<file path="src/rtl/axi_rd_arbiter.sv">
// axi_rd_arbiter: round-robin share of one AXI4 read channel (AR + R) among
// NUM_REQ requesters. The winning AR is registered with the requester index
// prefixed onto ARID; R beats are steered back by those upper ID bits.
// Per-requester outstanding-burst counters throttle eligibility.

// Outstanding-burst counter for one requester.
module axi_rd_arb_cnt #(
  parameter int CW = 3
) (
  input  logic          clk,
  input  logic          rst,
  input  logic          inc,
  input  logic          dec,
  output logic [CW-1:0] cnt,
  output logic          udf
);
  logic down;

  // A last beat for a requester with nothing outstanding is an underflow.
  assign udf  = dec && (cnt == '0);
  assign down = dec && !udf;

  // Count grants up and completed bursts down; both at once cancel out.
  always_ff @(posedge clk) begin
    if (rst)                cnt <= '0;
    else if (inc && !down)  cnt <= cnt + CW'(1);
    else if (!inc && down)  cnt <= cnt - CW'(1);
  end
endmodule

module axi_rd_arbiter #(
  parameter int NUM_REQ  = 4,
  parameter int AW       = 32,
  parameter int DW       = 32,
  parameter int IDW      = 4,
  parameter int MAX_OUTS = 4,
  localparam int IXW  = $clog2(NUM_REQ),
  localparam int LIDW = IDW - IXW,
  localparam int CW   = $clog2(MAX_OUTS + 1)
) (
  input  logic                    clk_i,
  input  logic                    rst_i,
  input  logic [NUM_REQ-1:0]      s_arvalid_i,
  output logic [NUM_REQ-1:0]      s_arready_o,
  input  logic [NUM_REQ*AW-1:0]   s_araddr_i,
  input  logic [NUM_REQ*LIDW-1:0] s_arid_i,
  input  logic [NUM_REQ*8-1:0]    s_arlen_i,
  input  logic [NUM_REQ*3-1:0]    s_arsize_i,
  input  logic [NUM_REQ*2-1:0]    s_arburst_i,
  output logic [NUM_REQ-1:0]      s_rvalid_o,
  input  logic [NUM_REQ-1:0]      s_rready_i,
  output logic [LIDW-1:0]         s_rid_o,
  output logic [DW-1:0]           s_rdata_o,
  output logic [1:0]              s_rresp_o,
  output logic                    s_rlast_o,
  output logic                    m_arvalid_o,
  input  logic                    m_arready_i,
  output logic [AW-1:0]           m_araddr_o,
  output logic [IDW-1:0]          m_arid_o,
  output logic [7:0]              m_arlen_o,
  output logic [2:0]              m_arsize_o,
  output logic [1:0]              m_arburst_o,
  output logic                    m_arlock_o,
  output logic [2:0]              m_arprot_o,
  output logic [3:0]              m_arcache_o,
  input  logic                    m_rvalid_i,
  output logic                    m_rready_o,
  input  logic [IDW-1:0]          m_rid_i,
  input  logic [DW-1:0]           m_rdata_i,
  input  logic [1:0]              m_rresp_i,
  input  logic                    m_rlast_i,
  output logic                    err_o
);
  typedef struct packed {
    logic [AW-1:0]   addr;
    logic [LIDW-1:0] id;
    logic [7:0]      len;
    logic [2:0]      size;
    logic [1:0]      burst;
  } ar_req_t;

  ar_req_t [NUM_REQ-1:0]          s_req;
  ar_req_t                        m_req;
  logic    [IXW-1:0]              m_ix;
  logic    [IXW-1:0]              rr_ptr;
  logic    [IXW-1:0]              win;
  logic    [IXW-1:0]              cand;
  logic                           found;
  logic                           load;
  logic    [NUM_REQ-1:0]          elig;
  logic    [NUM_REQ-1:0]          inc;
  logic    [NUM_REQ-1:0]          dec;
  logic    [NUM_REQ-1:0]          udf;
  logic    [NUM_REQ-1:0][CW-1:0]  cnt;
  logic    [IXW-1:0]              r_idx;
  logic                           r_done;

  // Per-requester unpacking, eligibility and outstanding counters.
  for (genvar g = 0; g < NUM_REQ; g++) begin : g_req
    assign s_req[g].addr  = s_araddr_i[g*AW +: AW];
    assign s_req[g].id    = s_arid_i[g*LIDW +: LIDW];
    assign s_req[g].len   = s_arlen_i[g*8 +: 8];
    assign s_req[g].size  = s_arsize_i[g*3 +: 3];
    assign s_req[g].burst = s_arburst_i[g*2 +: 2];
    assign elig[g] = s_arvalid_i[g] && (cnt[g] < CW'(MAX_OUTS));
    assign inc[g]  = load && (win == IXW'(g));
    assign dec[g]  = r_done && (r_idx == IXW'(g));

    axi_rd_arb_cnt #(.CW(CW)) u_cnt (
      .clk (clk_i),
      .rst (rst_i),
      .inc (inc[g]),
      .dec (dec[g]),
      .cnt (cnt[g]),
      .udf (udf[g])
    );
  end

  // Pick the first eligible requester at or after rr_ptr (wraps naturally).
  always_comb begin
    win   = '0;
    cand  = '0;
    found = 1'b0;
    for (int k = 0; k < NUM_REQ; k++) begin
      cand = rr_ptr + IXW'(k);
      if (!found && elig[cand]) begin
        win   = cand;
        found = 1'b1;
      end
    end
  end

  assign load        = !rst_i && found && (!m_arvalid_o || m_arready_i);
  assign s_arready_o = load ? (NUM_REQ'(1) << win) : '0;

  // AR output register: reload whenever free (or draining) and someone wins.
  always_ff @(posedge clk_i) begin
    if (rst_i) begin
      m_arvalid_o <= 1'b0;
      m_req       <= '0;
      m_ix        <= '0;
      rr_ptr      <= '0;
    end else if (load) begin
      m_arvalid_o <= 1'b1;
      m_req       <= s_req[win];
      m_ix        <= win;
      rr_ptr      <= win + IXW'(1);
    end else if (m_arready_i) begin
      m_arvalid_o <= 1'b0;
    end
  end

  assign m_araddr_o  = m_req.addr;
  assign m_arid_o    = {m_ix, m_req.id};
  assign m_arlen_o   = m_req.len;
  assign m_arsize_o  = m_req.size;
  assign m_arburst_o = m_req.burst;
  assign m_arlock_o  = 1'b0;
  assign m_arprot_o  = 3'd1;
  assign m_arcache_o = 4'd15;

  // R path is pure steering on the upper ID bits; nothing is buffered.
  assign r_idx      = m_rid_i[IDW-1 -: IXW];
  assign s_rvalid_o = m_rvalid_i ? (NUM_REQ'(1) << r_idx) : '0;
  assign m_rready_o = s_rready_i[r_idx];
  assign s_rid_o    = m_rid_i[LIDW-1:0];
  assign s_rdata_o  = m_rdata_i;
  assign s_rresp_o  = m_rresp_i;
  assign s_rlast_o  = m_rlast_i;
  assign r_done     = m_rvalid_i && m_rready_o && m_rlast_i;

  // Sticky error: a burst completed that was never granted.
  always_ff @(posedge clk_i) begin
    if (rst_i)     err_o <= 1'b0;
    else if (|udf) err_o <= 1'b1;
  end
endmodule

</file>
<file path="config.mk">
export PLATFORM = sky130hd
export DESIGN_NAME = axi_rd_arbiter
export DESIGN_NICKNAME = d
export VERILOG_FILES = /design/src/rtl/axi_rd_arbiter.sv
export SDC_FILE = /design/constraint.sdc
export NUM_CORES = 1
export LEC_CHECK = 0
export ABC_AREA = 1
export CORE_MARGIN = 4
export CORE_UTILIZATION = 25
export DETAILED_ROUTE_END_ITERATION = 12
export SLEW_MARGIN = 40
export SYNTH_ARGS = -nofsm -noshare
export SYNTH_HDL_FRONTEND = slang
export SYNTH_HIERARCHICAL = 1
export SYNTH_SLANG_ARGS = --single-unit
</file>
<file path="constraint.sdc">
create_clock -name clk_i -period 3.2 [get_ports clk_i]
set_input_delay 0.32 -clock clk_i [delete_from_list [all_inputs] [get_ports clk_i]]
set_output_delay 0.32 -clock clk_i [all_outputs]
set_load 0.1 [all_outputs]
</file>
==> flow_metrics.py <==
metrics = {
    "floorplan": {
        "start_util": 0.253,
        "dieArea_sq_um": 22900,
        "core-area_sq_um": 20200,
        "io_pins": 344,
        "die_h_microns": 151,
        "num_rows": 52,
        "die_x_microns": 151,
    },
    "clock_network": {
        "clockBufferDepth": 2,
        "cts_tree": "built",
        "cts_sinks": 65,
        "clk_latency_ns": 0.33,
        "ctsRootBufferMaster": "clkbuf_16",
        "h-tree-depth": 3,
        "path_clk_slew_ns": 0.06,
        "cts_hold_buf": 0,
        "cts_made_buffers": 9,
        "cts_resized": 0,
        "post_cts_buffers": 0,
    },
    "timing": {
        "period_share": 0.877,
        "finalCriticalPeriod_ns": 2.81,
        "setup_viol": 0,
        "slew_violations": 0,
        "setup_tns_ns": 0,
        "tightestPinTransition_ns": 0.875,
        "rsz0062_at_grt": "false",
        "slew_headroom": 0.417,
        "fmax_mhz": 356,
        "finalHoldViolations": 0,
        "finClkSkew_ns": 0.00866,
    },
    "drt": {
        "wl_mm": 19.9,
        "drtPass1Iterations": 5,
        "wl_per_cell_microns": 15.1,
        "drc": 0,
        "antenna_left": 0,
        "drt_iter0_markers": 240,
        "avgViaCountPerCell": 4.64,
        "vias": 6106,
    },
    "worst_hold_path": {
        "hold_path_class": "reg2reg",
    },
    "finish": {
        "finish.net_count": 1288,
        "layout_commonest_cell": "nand2_1",
        "instances_no_fill": 1315,
        "syn2layout_area_growth_pct": 49.9,
        "layout-drive-gt1-share": 0.111,
        "antenna_cells": 0,
        "layout_common_cells": "nand2_1, clkdlybuf4s50_1, nand3_1",
    },
    "placed_design": {
        "gp_congestion": 0.834,
        "dpl.cell_count": 1300,
        "numPortBuffers": 263,
        "hpwlAfterDp_mm": 14.3,
    },
    "pwr": {
        "seqPwrFrac": 0.137,
        "p_leak_uw": 0.00358,
        "swShare": 0.632,
        "pwr-share-clk": 0.095,
        "p_sw_uw": 6660,
        "p_total_uw": 10500,
        "comb_power_share": 0.768,
        "vdd_drop_max_v": 0.00104,
        "power_density_nw_per_um2": 1370,
        "p_int_uw": 3890,
    },
    "critical_path": {
        "crit_arrival_ns": 3.03,
        "worst_setup_path_start_kind": "flop",
        "path_max_fanout": 8,
        "crit_type": "reg2reg",
        "critPathCaptureType": "flop",
        "cp_data_required_time_ns": 3.42,
    },
    "grt": {
        "antenna_found_initial": 0,
        "grt_pass1_wl_mm": 29.6,
        "grt.total_usage": 0.164,
        "grt_pass1_vias": 5785,
        "grt_overflow": 0,
        "grt_max_degree": 72,
    },
    "synthesis": {
        "syn_inst": 848,
        "synth_warnings": 6,
        "synth.distinct_cells": 33,
        "syn_avg_cell_area_sq_um": 6.05,
        "yosysSeqAreaShare": 0.254,
        "ys_seq_elements": 65,
        "syn_area_sq_um": 5130,
    },
    "run": {
        "cap_violations": 0,
    },
    "run_status": {
        "status": "finished clean",
    },
}
==> critical path, cell delays in order, from the launching register on <==
cell	delay [ns]
dfxtp_1	0.56
inv_6	0.08
nand2_1	0.07
nand2_1	0.09
nand3_1	0.10
nand2_2	0.11
nand2_2	0.10
nand2_1	0.06
nand2_2	0.08
nand3_4	0.14
nor3_4	0.29
ha_1	0.23
inv_2	0.05
fa_1	0.39
inv_1	0.07
nand2_1	0.06
nand3_1	0.07
nand2_1	0.05
inv_1	0.05
nor2_1	0.04
==> power by group through the flow <==
stage / logic [uW] / clock network [uW] / registers (uW)
finish: 8100 / 1000 / 1450
global route: 8880 / 1070 / 1500
CTS: 8170 / 1040 / 1460
detailed placement: 8160 / 0 / 1470
global placement: 8400 / 0 / 1460
floorplan: 4660 / 0 / 3520
==> path summary, 6_finish.rpt <==
| kind | startpoint | end | slack (ns) | cells past startpoint |
|---|---|---|---|---|
| worst max-delay path | rr_ptr[0] | g_req[1].u_cnt/cnt[2] | 0.39 | 19 |
| worst min-delay path | m_araddr_o[17] | m_araddr_o[17] | 0.47 | 2 |
| worst max register to register | rr_ptr[0] | g_req[1].u_cnt/cnt[2] | 0.39 | 19 |
| worst min register to register | m_araddr_o[17] | m_araddr_o[17] | 0.47 | 2 |
==> cell type report <==
class                           count  area (sq um)
Fill cell                        2175         12500
Multi-Input combinational cell    611          2940
Timing Repair Buffer              277          2510
Sequential cell                    65          1300
Tap cell                          270           338
Inverter                           77           297
Clock buffer                       12           256
Clock inverter                      3          40.0
==> sequential cells by signal, indices dropped and copies added, names as in the netlist <==
register         flops
m_arlen_o            8
rr_ptr               2
m_arvalid_o          1
m_arsize_o           3
m_ix                 2
m_araddr_o          32
g_req.u_cnt/cnt     12
err_o                1
m_arid_o             2
m_arburst_o          2
==> cells by family (layout without fill, tap and decap cells) <==
family / Yosys count / in the layout / share of synthesized area
simple gates: 552 / 552 / 0.496
buf+inv: 178 / 369 / 0.181
flops: 65 / 65 / 0.254
fa+ha+maj: 8 / 8 / 0.0254
compound gates: 43 / 43 / 0.0429
other cells: 2 / 8 / 0.00146
==> cells in the mapped netlist <==
library cell  number  share of area
a21oi_1            6         0.0059
a22oi_1            1         0.0015
and2_1             1         0.0012
buf_1              7         0.0051
buf_2             12          0.012
buf_4             51          0.075
buf_6              6          0.013
clkbuf_1          25          0.018
clkinv_1           1        0.00073
conb_1             2         0.0015
dfxtp_1           65           0.25
fa_1               4          0.016
ha_1               4         0.0098
inv_1             68          0.050
inv_2              6         0.0044
inv_4              1         0.0012
inv_6              1         0.0017
nand2_1          234           0.17
nand2_2            8         0.0098
nand2_4            1         0.0022
nand3_1          139           0.14
nand3_2            2         0.0039
nand3_4            2         0.0068
nand4_1           76          0.093
nand4_4            1         0.0041
nor2_1            81          0.059
nor2_2             1         0.0012
nor3_1             4         0.0039
nor3_2             1         0.0020
o21ai_0           29          0.028
o21ai_1            6         0.0059
o31ai_1            1         0.0015
or4_1              1         0.0015
==> layer usage <==
metal	GRT usage	wire [microns]	vias up
met4	0.0725	609	0
met3	0.0410	1740	44
li1	-	-	3114
met5	0	0	-
met2	0.286	9350	249
met1	0.189	8210	2699
==> stage by stage <==
step	area, sq um	setup slack [ns]	utilization	hold slack (ns)
6_report	7680	0.392	0.380	0.465
5_1_grt	7680	0.137	0.380	0.485
4_1_cts	7680	0.393	0.380	0.471
3_5_place_dp	7390	0.262	0.365	0.463
3_3_place_gp	7640	0.316	0.378	0.456
2_1_floorplan	5170	-0.0449	-	0.389
Power figures use the tool's default switching activity.
